===== config.mk =====
export PLATFORM = sky130hd
export DESIGN_NAME = mem_port_arbiter
export DESIGN_NICKNAME = d
export VERILOG_FILES = /design/src/rtl/mem_port_arbiter.sv
export SDC_FILE = /design/constraint.sdc
export NUM_CORES = 1
export LEC_CHECK = 0
export ABC_AREA = 1
export CAP_MARGIN = 20
export CORE_MARGIN = 5
export CORE_UTILIZATION = 51
export CTS_BUF_LIST = sky130_fd_sc_hd__clkbuf_4
export CTS_CLUSTER_DIAMETER = 100
export CTS_CLUSTER_SIZE = 16
export DETAILED_ROUTE_END_ITERATION = 10
export GPL_TIMING_DRIVEN = 1
export PLACE_DENSITY = 0.93
export SYNTH_ARGS = -nofsm -noshare
export SYNTH_HDL_FRONTEND = slang
export SYNTH_SLANG_ARGS = --single-unit

===== constraint.sdc =====
create_clock -name clk -period 2.4 [get_ports clk]
set_input_delay 0.24 -clock clk [delete_from_list [all_inputs] [get_ports clk]]
set_output_delay 0.24 -clock clk [all_outputs]
set_load 0.005 [all_outputs]

===== src/rtl/mem_port_arbiter.sv =====
// Round-robin arbiter granting one of four requesters access to a shared memory port.
// Define MEM_ARB_BURST_LOCK_EN to hold a grant across a burst (until last or MAX_BEATS beats).
module mem_port_arbiter #(
  parameter int MAX_BEATS = 8
) (
  input  logic       clk,
  input  logic       rst_n,
  input  logic [3:0] req_valid,
  input  logic [3:0] req_last,
  output logic [3:0] req_ready,
  output logic       mem_valid,
  input  logic       mem_ready,
  output logic [1:0] sel,
  output logic [3:0] grant,
  output logic       busy
);

  localparam int CNT_W = $clog2(MAX_BEATS + 1);

  typedef enum logic {IDLE, BUSY} state_t;

  state_t           state;
  logic [1:0]       ptr;
  logic [CNT_W-1:0] cnt;
  logic [1:0]       pick_idx;
  logic             pick_found;
  logic             beat;
  logic             release_now;
  logic [CNT_W-1:0] cnt_next;

  // Scan from the highest offset down so the requester closest to ptr wins.
  always_comb begin
    pick_idx   = ptr;
    pick_found = 1'b0;
    for (int i = 3; i >= 0; i--) begin
      if (req_valid[ptr + 2'(i)]) begin
        pick_idx   = ptr + 2'(i);
        pick_found = 1'b1;
      end
    end
  end

  assign busy      = (state == BUSY);
  assign mem_valid = busy && req_valid[sel];
  assign beat      = mem_valid && mem_ready;

  for (genvar gi = 0; gi < 4; gi++) begin : g_ready
    assign req_ready[gi] = busy && (sel == 2'(gi)) && mem_ready;
  end

`ifdef MEM_ARB_BURST_LOCK_EN
  assign release_now = req_last[sel] || (cnt == CNT_W'(MAX_BEATS - 1));
  assign cnt_next    = cnt + 1'b1;
`else
  // Without locking every beat ends the grant and the beat counter never moves.
  logic unused_inputs;
  assign unused_inputs = ^{req_last, cnt};
  assign release_now   = 1'b1;
  assign cnt_next      = cnt;
`endif

  always_ff @(posedge clk or negedge rst_n) begin
    if (!rst_n) begin
      state <= IDLE;
      grant <= 4'b0000;
      sel   <= 2'd0;
      ptr   <= 2'd0;
      cnt   <= '0;
    end else begin
      case (state)
        IDLE: begin
          if (pick_found) begin
            state <= BUSY;
            grant <= 4'b0001 << pick_idx;
            sel   <= pick_idx;
            cnt   <= '0;
          end else begin
            grant <= 4'b0000;
          end
        end
        BUSY: begin
          if (beat) begin
            cnt <= cnt_next;
            if (release_now) begin
              state <= IDLE;
              grant <= 4'b0000;
              ptr   <= sel + 2'd1;
            end
          end
        end
        default: state <= IDLE;
      endcase
    end
  end

endmodule


==> impl_metrics.tcl, run 1 <==
set metrics [dict create \
    whs_ps 270.3 \
    ys_seq_area_share_pct 30.87 \
    cts_setup_buffers 0 \
    drv_cap 0 \
    rows 13 \
    min_period_ps 2061 \
    path_common_cell "clkdlybuf4s50_1" \
    rsz0062_at_grt "no" \
    synth_ff_type "dfrtp_1" \
    worst_setup_path_end_kind "primary output" \
    cts_max_path_buffers 2 \
    internal_power_uw 629.3 \
    clkTransAtPathRegs_ps 60 \
    crit_required_ps 2160 \
    synth.ff_latch_count 9 \
    path_max_fanout 3 \
    slew-limit-headroom_pct 73.96 \
    regToRegSetupSlack_ps 650 \
    regToRegStartpoint "ptr[0]" \
    p_comb_share_pct 65.8 \
    cp_cell_sequence "clkdlybuf4s50_1 > inv_1 > a21oi_1 > o21ai_0 > a21oi_2 > clkdlybuf4s50_1" \
    hold_viol_final 0 \
    synth_cell_types 17 \
    coreArea_um2 1334 \
    setup_tns_ps 0 \
    cp-start-kind "input port" \
    clkPwrFrac_pct 9.9 \
    die_area_um2 2287 \
    grt_pass1_vias 720 \
    mostFrequentLayoutCells "45 x nand2_1, 18 x inv_1, 18 x clkdlybuf4s50_1" \
    synth.cell_area_um2 729.5 \
    p_sw_uw 629.9 \
    p_sw_share_pct 50.02 \
    yosys.area.top_type "dfrtp_1" \
    cts_max_level 1 \
    power_density_nw_per_um2 1329 \
    crit_family "buffers and inverters" \
    fmax_mhz 485.3 \
    async_flop_share_pct 100.0 \
    cts_num_sinks 9 \
    worst_slew_pin_slew_ps 389.4 \
    grt_antenna_before_repair 0 \
    grt_pass1_wl_mm 2.884 \
    post_cts_resized 0 \
    via_count 786 \
    chipWidth_um 47.82 \
    cp.arrival_ps 1820 \
    area_delta_synth_final_pct 29.85 \
    finalSetupViolCount 0 \
    gp_routability_congestion 0.8762 \
    syn_nets 130 \
    mostFrequentLayoutCell "nand2_1" \
    avgViaCountPerCell 5.205 \
    port_buffers 18 \
    dp_hpwl_mm 1.374 \
    fp.dieH_um 47.82 \
    syn_inst 115 \
    slew_violations 0 \
    timing.final.crit_share_pct 85.86 \
    skew_ps 4.217 \
    top_level_ports 23 \
    min_path_type "in -> async" \
    ctsRootBufferMaster "clkbuf_4" \
    cpMaxStageDelayCell "clkdlybuf4s50_1" \
    worst_slack_ps 339.5 \
    synth_edf_count 0 \
    leakage_nw 0.5275 \
    crit_type "in -> out" \
    post-place-ws_ps 355.7 \
    wl_per_cell_um 11.34 \
    holdBufCountCts 0 \
    syn_avg_cell_area_um2 6.343 \
    num_antenna_cells 0 \
    firstDrtPassIters 4 \
    grt_max_degree 12 \
    ant_nets 0 \
    grt_use_total_pct 17.50 \
    reg2reg_depth 12 \
    drc 0 \
    cpPeakStageDelay_ps 530 \
    crit_buf_inv 3 \
    drive_above_1_share_pct 11.03 \
    pwr-share-seq_pct 24.3 \
    clkLatencyLatePin_ps 260 \
    first_iter_violations 18 \
    rr_endpoint "sel[0]" \
    nNetsFinal 152 \
    synth_top_area_share_pct 30.87 \
    synthTopCellsByArea "dfrtp_1 31%, nand2_1 23%, inv_1 9.3%, ha_1 6.9%, nand2_2 4.3%" \
    cts_tree "done" \
    initial_core_util_pct 54.69 \
    yosys_warnings 0 \
    cts_buffers 3 \
    wl_mm 1.713 \
    outcome "completed" \
    max-vdd-ir-drop_mv 0.8155 \
    grt-ovfl-total 0 \
]
[worst register-to-register path, cell delays in order (launching register included)]
cell	delay [ps]
dfrtp_1	490
inv_1	240
nand2_1	120
nand2_2	90
nand2_1	60
nand2_1	110
inv_1	60
nand2_2	70
nand3_1	60
nand2_1	100
nand2_1	100
nand2_1	60
o21ai_0	70
[power groups by stage]
stage	sequential (mW)	combinational [mW]	clock [mW]
after floorplan	0.277	0.593	0
after global placement	0.300	0.793	0
after detailed placement	0.304	0.829	0
after CTS	0.302	0.832	0.126
after global routing	0.314	0.945	0.138
final	0.306	0.829	0.125
[worst max path at each step]
stage                  from   endpoint  slack (ps)  cells after the start
2_1_floorplan        sel[0]       busy        1000                      8
3_3_place_gp   req_valid[1]  mem_valid         450                      6
3_5_place_dp   req_valid[1]  mem_valid         360                      6
4_1_cts        req_valid[1]  mem_valid         350                      6
5_1_grt              sel[0]  mem_valid         280                      5
6_report       req_valid[1]  mem_valid         340                      6
[layer usage]
metal  wire [µm]  up-vias  track usage (%)  part of all wire (%)
met1         779      361            22.45                    45
met3         106        2            3.383                   6.2
met5           0        -                0                     0
li1            -      398                -                     -
met4           6        0            6.989                  0.35
met2         819       25            28.76                    48
[logic make-up after synthesis]
| kind of cell | Yosys count | share of synthesized area [%] |
|---|---|---|
| DFF | 9 | 30.88 |
| adders and majority gates | 4 | 6.861 |
| buffers and inverters | 22 | 12.35 |
| and+or+nand+nor | 69 | 40.31 |
| AOI/OAI and AO/OA | 11 | 9.605 |
[sequential cells by signal, indices dropped and copies added, names as in the netlist]
signal  flops
grant       4
sel         2
ptr         2
busy        1
[synthesized netlist by cell type (3+ instances only)]
master and n:
nand2_1 45, inv_1 18, dfrtp_1 9, nor2_1 7, nand3_1 6, nand2_2 5
o21ai_0 5, ha_1 4, nand4_1 4, a21oi_1 3, inv_2 3
[final cells by class]
class,instances,area [µm²]
Sequential cell,9,225.2
Inverter,21,78.83
Fill cell,115,386.6
Timing Repair Buffer,18,180.2
Multi-Input combinational cell,84,414.1
Tap cell,15,18.77
Clock buffer,4,30.03
[through the flow]
step | util (%) | instance area [µm²] | power, mW | std cells
6_report | 71.01 | 947.2 | 1.259 | 151
3_3_place_gp | 68.76 | 917.1 | 1.093 | 147
5_1_grt | 71.01 | 947.2 | 1.397 | 151
3_5_place_dp | 68.76 | 917.1 | 1.132 | 147
4_1_cts | 71.01 | 947.2 | 1.260 | 151
2_1_floorplan | - | 729.5 | 0.8691 | 115
Power figures use the tool's default switching activity.
==> inputs of run 2 (changes only) <==
Settings changed: CORE_UTILIZATION 51 to 55, DONT_BUFFER_PORTS from default to 1, PLACE_DENSITY 0.93 to 0.76.
Clock period 2.4 ns to 2.6 ns, I/O delays scaled along.
==> run 2 against run 1 <==
  * Non-clock buffer count down 17
  * Setup slack improved by 540 ps
  * Flip-flop and latch count is the same
  * Die area decreased by 5.8%
  * Global-route usage decreased by 1.6 points
  * Critical endpoint is now sel[0]
  * Worst hold slack got worse by 69 ps
  * Count of clock-buffer cells in the layout did not move
  * Design area down 18%
  * Clock skew about the same
  * Register-to-register slack improved by 230 ps
  * Largest cell class unchanged
  * Combinational power decreased by 25%
==> impl_metrics.tcl, run 2 (synthesized netlist as in run 1, its figures left out) <==
set metrics [dict create \
    fp.dieH_um 46.42 \
    crit_path_start "ptr[0]" \
    coreArea_um2 1285 \
    num_antenna_cells 0 \
    grt-ovfl-total 0 \
    avgViaCountPerCell 5.104 \
    drv_cap 0 \
    first_iter_violations 19 \
    hold_start "mem_ready" \
    cts_setup_buffers 0 \
    cpPeakStageDelay_ps 490 \
    cpMaxStageDelayCell "dfrtp_1" \
    regToRegStartpoint "ptr[0]" \
    rsz0062_at_grt "no" \
    max_flop_register "grant" \
    power_density_nw_per_um2 1316 \
    cts_buffers 3 \
    crit_buf_inv 2 \
    finalSetupViolCount 0 \
    fill_cells 127 \
    hold_viol_final 0 \
    area_delta_synth_final_pct 6.518 \
    via_count 684 \
    cp_cell_sequence "inv_1 > nand2_1 > nand2_1 > nand2_1 > nand2_2 > inv_1 > nand2_2 > nand3_1 > nand2_1 > nand2_1 > nand2_1 > o21ai_0" \
    path_max_fanout 11 \
    slew-limit-headroom_pct 73.00 \
    holdBufCountCts 1 \
    cts_num_sinks 9 \
    path_common_cell "nand2_1" \
    cp-start-kind "flip-flop" \
    cts_tree "done" \
    max-vdd-ir-drop_mv 0.6124 \
    top_level_ports 23 \
    grt_pass1_vias 578 \
    nNetsFinal 135 \
    clkLatencyLatePin_ps 260 \
    ctsRootBufferMaster "clkbuf_4" \
    mostFrequentLayoutCells "45 x nand2_1, 18 x inv_1, 9 x dfrtp_1" \
    crit_family "simple AND/OR/NAND/NOR gates" \
    rows 13 \
    chipWidth_um 46.42 \
    slew_violations 0 \
    drc 0 \
    leakage_nw 0.4646 \
    worst_slew_pin_slew_ps 403.7 \
    cp.arrival_ps 1860 \
    drive_above_1_share_pct 12.61 \
    setup_tns_ps 0 \
    total_power_mw 1.023 \
    cts_max_level 1 \
    outcome "completed" \
    min_path_type "in -> reg" \
    reg.largest.list "grant (4), ptr (2), sel (2)" \
    min_period_ps 1724 \
    fmax_mhz 580.0 \
    grt_use_total_pct 15.91 \
    initial_core_util_pct 56.77 \
    worst_setup_path_end_kind "flip-flop" \
    largest_reg_flops 4 \
    crit_required_ps 2740 \
    finalNonFillerCells 134 \
    port_buffers 0 \
    clkTransAtPathRegs_ps 60 \
    gp_routability_congestion 0.8755 \
    timing.final.crit_share_pct 66.32 \
    mostFrequentLayoutCell "nand2_1" \
    wl_per_cell_um 11.02 \
    ant_nets 0 \
    place_inst 129 \
    die_area_um2 2155 \
    wl_mm 1.477 \
    cts_max_path_buffers 2 \
    grt_max_degree 12 \
    grt_pass1_wl_mm 2.428 \
    crit_type "reg -> reg" \
    grt_antenna_before_repair 0 \
    post_cts_resized 0 \
    skew_ps 4.117 \
    firstDrtPassIters 4 \
    dp_hpwl_mm 1.161 \
]
## run 2: final timing paths
kind | end | slack [ps] | cells past startpoint
min reg2reg | grant[2] | 510 | 2
max in group asynchronous | ptr[0] | 1950 | 1
min | ptr[1] | 200 | 2
max reg2reg | sel[0] | 880 | 12
min in group asynchronous | grant[2] | 360 | 1
max | sel[0] | 880 | 12
## run 2: where the power goes
part / switching (mW) / leakage [nW] / internal [mW]
Sequential: 0.0876 / 0.111 / 0.198
Clock: 0.0474 / 0.0184 / 0.0695
Combinational: 0.415 / 0.335 / 0.206
Total: 0.550 / 0.465 / 0.473
## run 2: stage by stage
step	cell area (µm²)	util, %	hold WS, ps	setup WS (ps)
after CTS	777.0	60.47	189.7	885.0
final	777.0	60.47	201.4	875.7
after global placement	737.0	57.35	-35.40	920.4
after global routing	777.0	60.47	216.7	672.9
after floorplan	729.5	-	-35.59	1197
after detailed placement	737.0	57.35	-35.43	900.1
## run 2: area by class of cell
class / count / area, µm² / area share [%]
Multi-Input combinational cell: 84 / 414.1 / 53.30
Sequential cell: 9 / 225.2 / 28.99
Inverter: 21 / 78.83 / 10.14
Clock buffer: 4 / 30.03 / 3.865
Tap cell: 15 / 18.77 / 2.415
Timing Repair Buffer: 1 / 10.01 / 1.288
## run 2: per-layer routing
metal,vias up,routed length [µm],GRT usage [%]
met5,-,0,0
met4,0,23,6.818
met3,3,61,3.125
met2,10,694,24.45
met1,309,697,21.43
li1,362,-,-
==> inputs of run 3 (changes only) <==
Settings changed: PLACE_DENSITY 0.76 to 0.79.
Clock period 2.6 ns to 1.55 ns, I/O delays scaled along.
==> run 3 against run 2 <==
  * Setup slack got worse by 820 ps
  * Design area is 21% higher
  * Flip-flop and latch count stayed put
  * Fmax increased by 15%
  * Utilization grew 13 points
  * Cell count grew 9.0%
  * Clock skew fell by 2.6 ps
  * Critical path depth shrank 1
  * Global-route usage grew 1.1 points
  * Sequential power up 59%
  * Critical path type unchanged
==> impl_metrics.tcl, run 3 (synthesized netlist as in run 1, its figures left out) <==
set metrics [dict create \
    outcome "completed" \
    drc 0 \
    grt_antenna_before_repair 0 \
    die_area_um2 2155 \
    timing.final.crit_share_pct 96.48 \
    fin_util_pct 73.42 \
    cts_tree "done" \
    crit_type "reg -> reg" \
    cp_cell_sequence "buf_6 > nand2_2 > nand2_2 > nand2_2 > nand2_2 > inv_1 > nand2_2 > nand4_1 > nand2_2 > nand2_1 > o21ai_0" \
    worst_setup_path_end_kind "flip-flop" \
    crit_path_start "ptr[0]" \
    grt_pass1_vias 629 \
    skew_ps 1.518 \
    chipWidth_um 46.42 \
    hold_viol_final 0 \
    crit_family "simple AND/OR/NAND/NOR gates" \
    cp-start-kind "flip-flop" \
    grt_use_total_pct 17.01 \
    initial_core_util_pct 56.77 \
    cts_max_level 1 \
    hold_start "mem_ready" \
    top_level_ports 23 \
    reg.largest.list "grant (4), ptr (2), sel (2)" \
    whs_ps 82.68 \
    rows 13 \
    mostFrequentLayoutCell "nand2_1" \
    drv_cap 0 \
    cpMaxStageDelayCell "dfrtp_2" \
    coreArea_um2 1285 \
    max-vdd-ir-drop_mv 1.302 \
    slew-limit-headroom_pct 72.99 \
    fp.dieH_um 46.42 \
    first_iter_violations 21 \
    mostFrequentLayoutCells "28 x nand2_1, 20 x nand2_2, 14 x inv_1" \
    finalSetupViolCount 0 \
    power_density_nw_per_um2 2396 \
    largest_reg_flops 4 \
    dp_hpwl_mm 1.270 \
    cts_num_sinks 9 \
    clkTransAtPathRegs_ps 60 \
    min_period_ps 1495 \
    leakage_nw 0.5324 \
    drive_above_1_share_pct 39.69 \
    fmax_mhz 668.7 \
    grt_max_degree 11 \
    nNetsFinal 147 \
    slew_violations 0 \
    ant_nets 0 \
    grt_pass1_wl_mm 2.601 \
    grt-ovfl-total 0 \
    port_buffers 0 \
    cp.arrival_ps 1630 \
    gp_routability_congestion 0.8368 \
    clkLatencyLatePin_ps 260 \
    via_count 774 \
    firstDrtPassIters 4 \
    rsz0062_at_grt "yes" \
    regToRegStartpoint "ptr[0]" \
    max_flop_register "grant" \
    min_path_type "in -> reg" \
    worst_slew_pin_slew_ps 403.9 \
    area_delta_synth_final_pct 29.33 \
    avgViaCountPerCell 5.301 \
    setup_tns_ps 0 \
    wl_per_cell_um 13.45 \
    wl_mm 1.964 \
    crit_buf_inv 2 \
    path_max_fanout 5 \
    fill_cells 96 \
    crit_required_ps 1690 \
    path_common_cell "nand2_2" \
    num_antenna_cells 0 \
    cts_buffers 3 \
    cts_max_path_buffers 2 \
    cpPeakStageDelay_ps 440 \
    post-place-ws_ps 1.066 \
    ctsRootBufferMaster "clkbuf_4" \
    worst_slack_ps 54.62 \
]
## run 3: cell count changes in the layout (fill, tap and decap cells not counted), moves of 3 or more
| cell | previous run | this run |
|---|---|---|
| buf_4 | 0 | 10 |
| inv_2 | 3 | 6 |
| inv_1 | 18 | 14 |
| nand2_2 | 5 | 20 |
| nand2_1 | 45 | 28 |
## run 3: metal layers
layer	GRT usage, %	vias to the layer above	share of wire [%]
met5	0	-	0
met3	2.734	2	5.0
met1	21.20	361	39
met2	28.02	24	56
li1	-	387	-
met4	8.523	0	0.71
## run 3: worst paths after layout
check	depth (start not counted)	to	slack, ps
worst max-delay path	11	sel[0]	50
worst min-delay path	2	ptr[1]	80
worst max register to register	11	sel[0]	50
worst min register to register	2	grant[1]	510
max in group asynchronous	1	ptr[1]	980
min in group asynchronous	1	grant[2]	260
## run 3: report_power, final
part | switching (mW) | total, mW | internal, mW
Clock | 0.0805 | 0.197 | 0.117
Sequential | 0.116 | 0.453 | 0.337
Combinational | 0.975 | 1.61 | 0.635
## run 3: layout make-up
| class | count | area (µm²) | share of cell area [%] |
|---|---|---|---|
| sequential | 9 | 227.7 | 24.14 |
| tap | 15 | 18.77 | 1.989 |
| multi-input combinational | 84 | 475.5 | 50.40 |
| inverter | 21 | 83.83 | 8.886 |
| clock buffer | 4 | 30.03 | 3.183 |
| timing repair buffer | 13 | 107.6 | 11.41 |
## run 3: per-stage QoR
step	instance area [µm²]	std cells	power (mW)
detailed placement	789.5	136	1.663
floorplan	729.5	115	1.346
finish	943.4	146	2.260
global placement	789.5	136	1.629
CTS	829.5	141	1.878
global route	943.4	146	2.443
## run 3: timing repair
action,in CTS,in global routing
cloned,0,1
setup endpoints to repair,1,6
resized for setup,1,32
pin swaps,0,14
endpoints found under the hold margin,9,0
hold buffers,1,0
buffers inserted,0,4
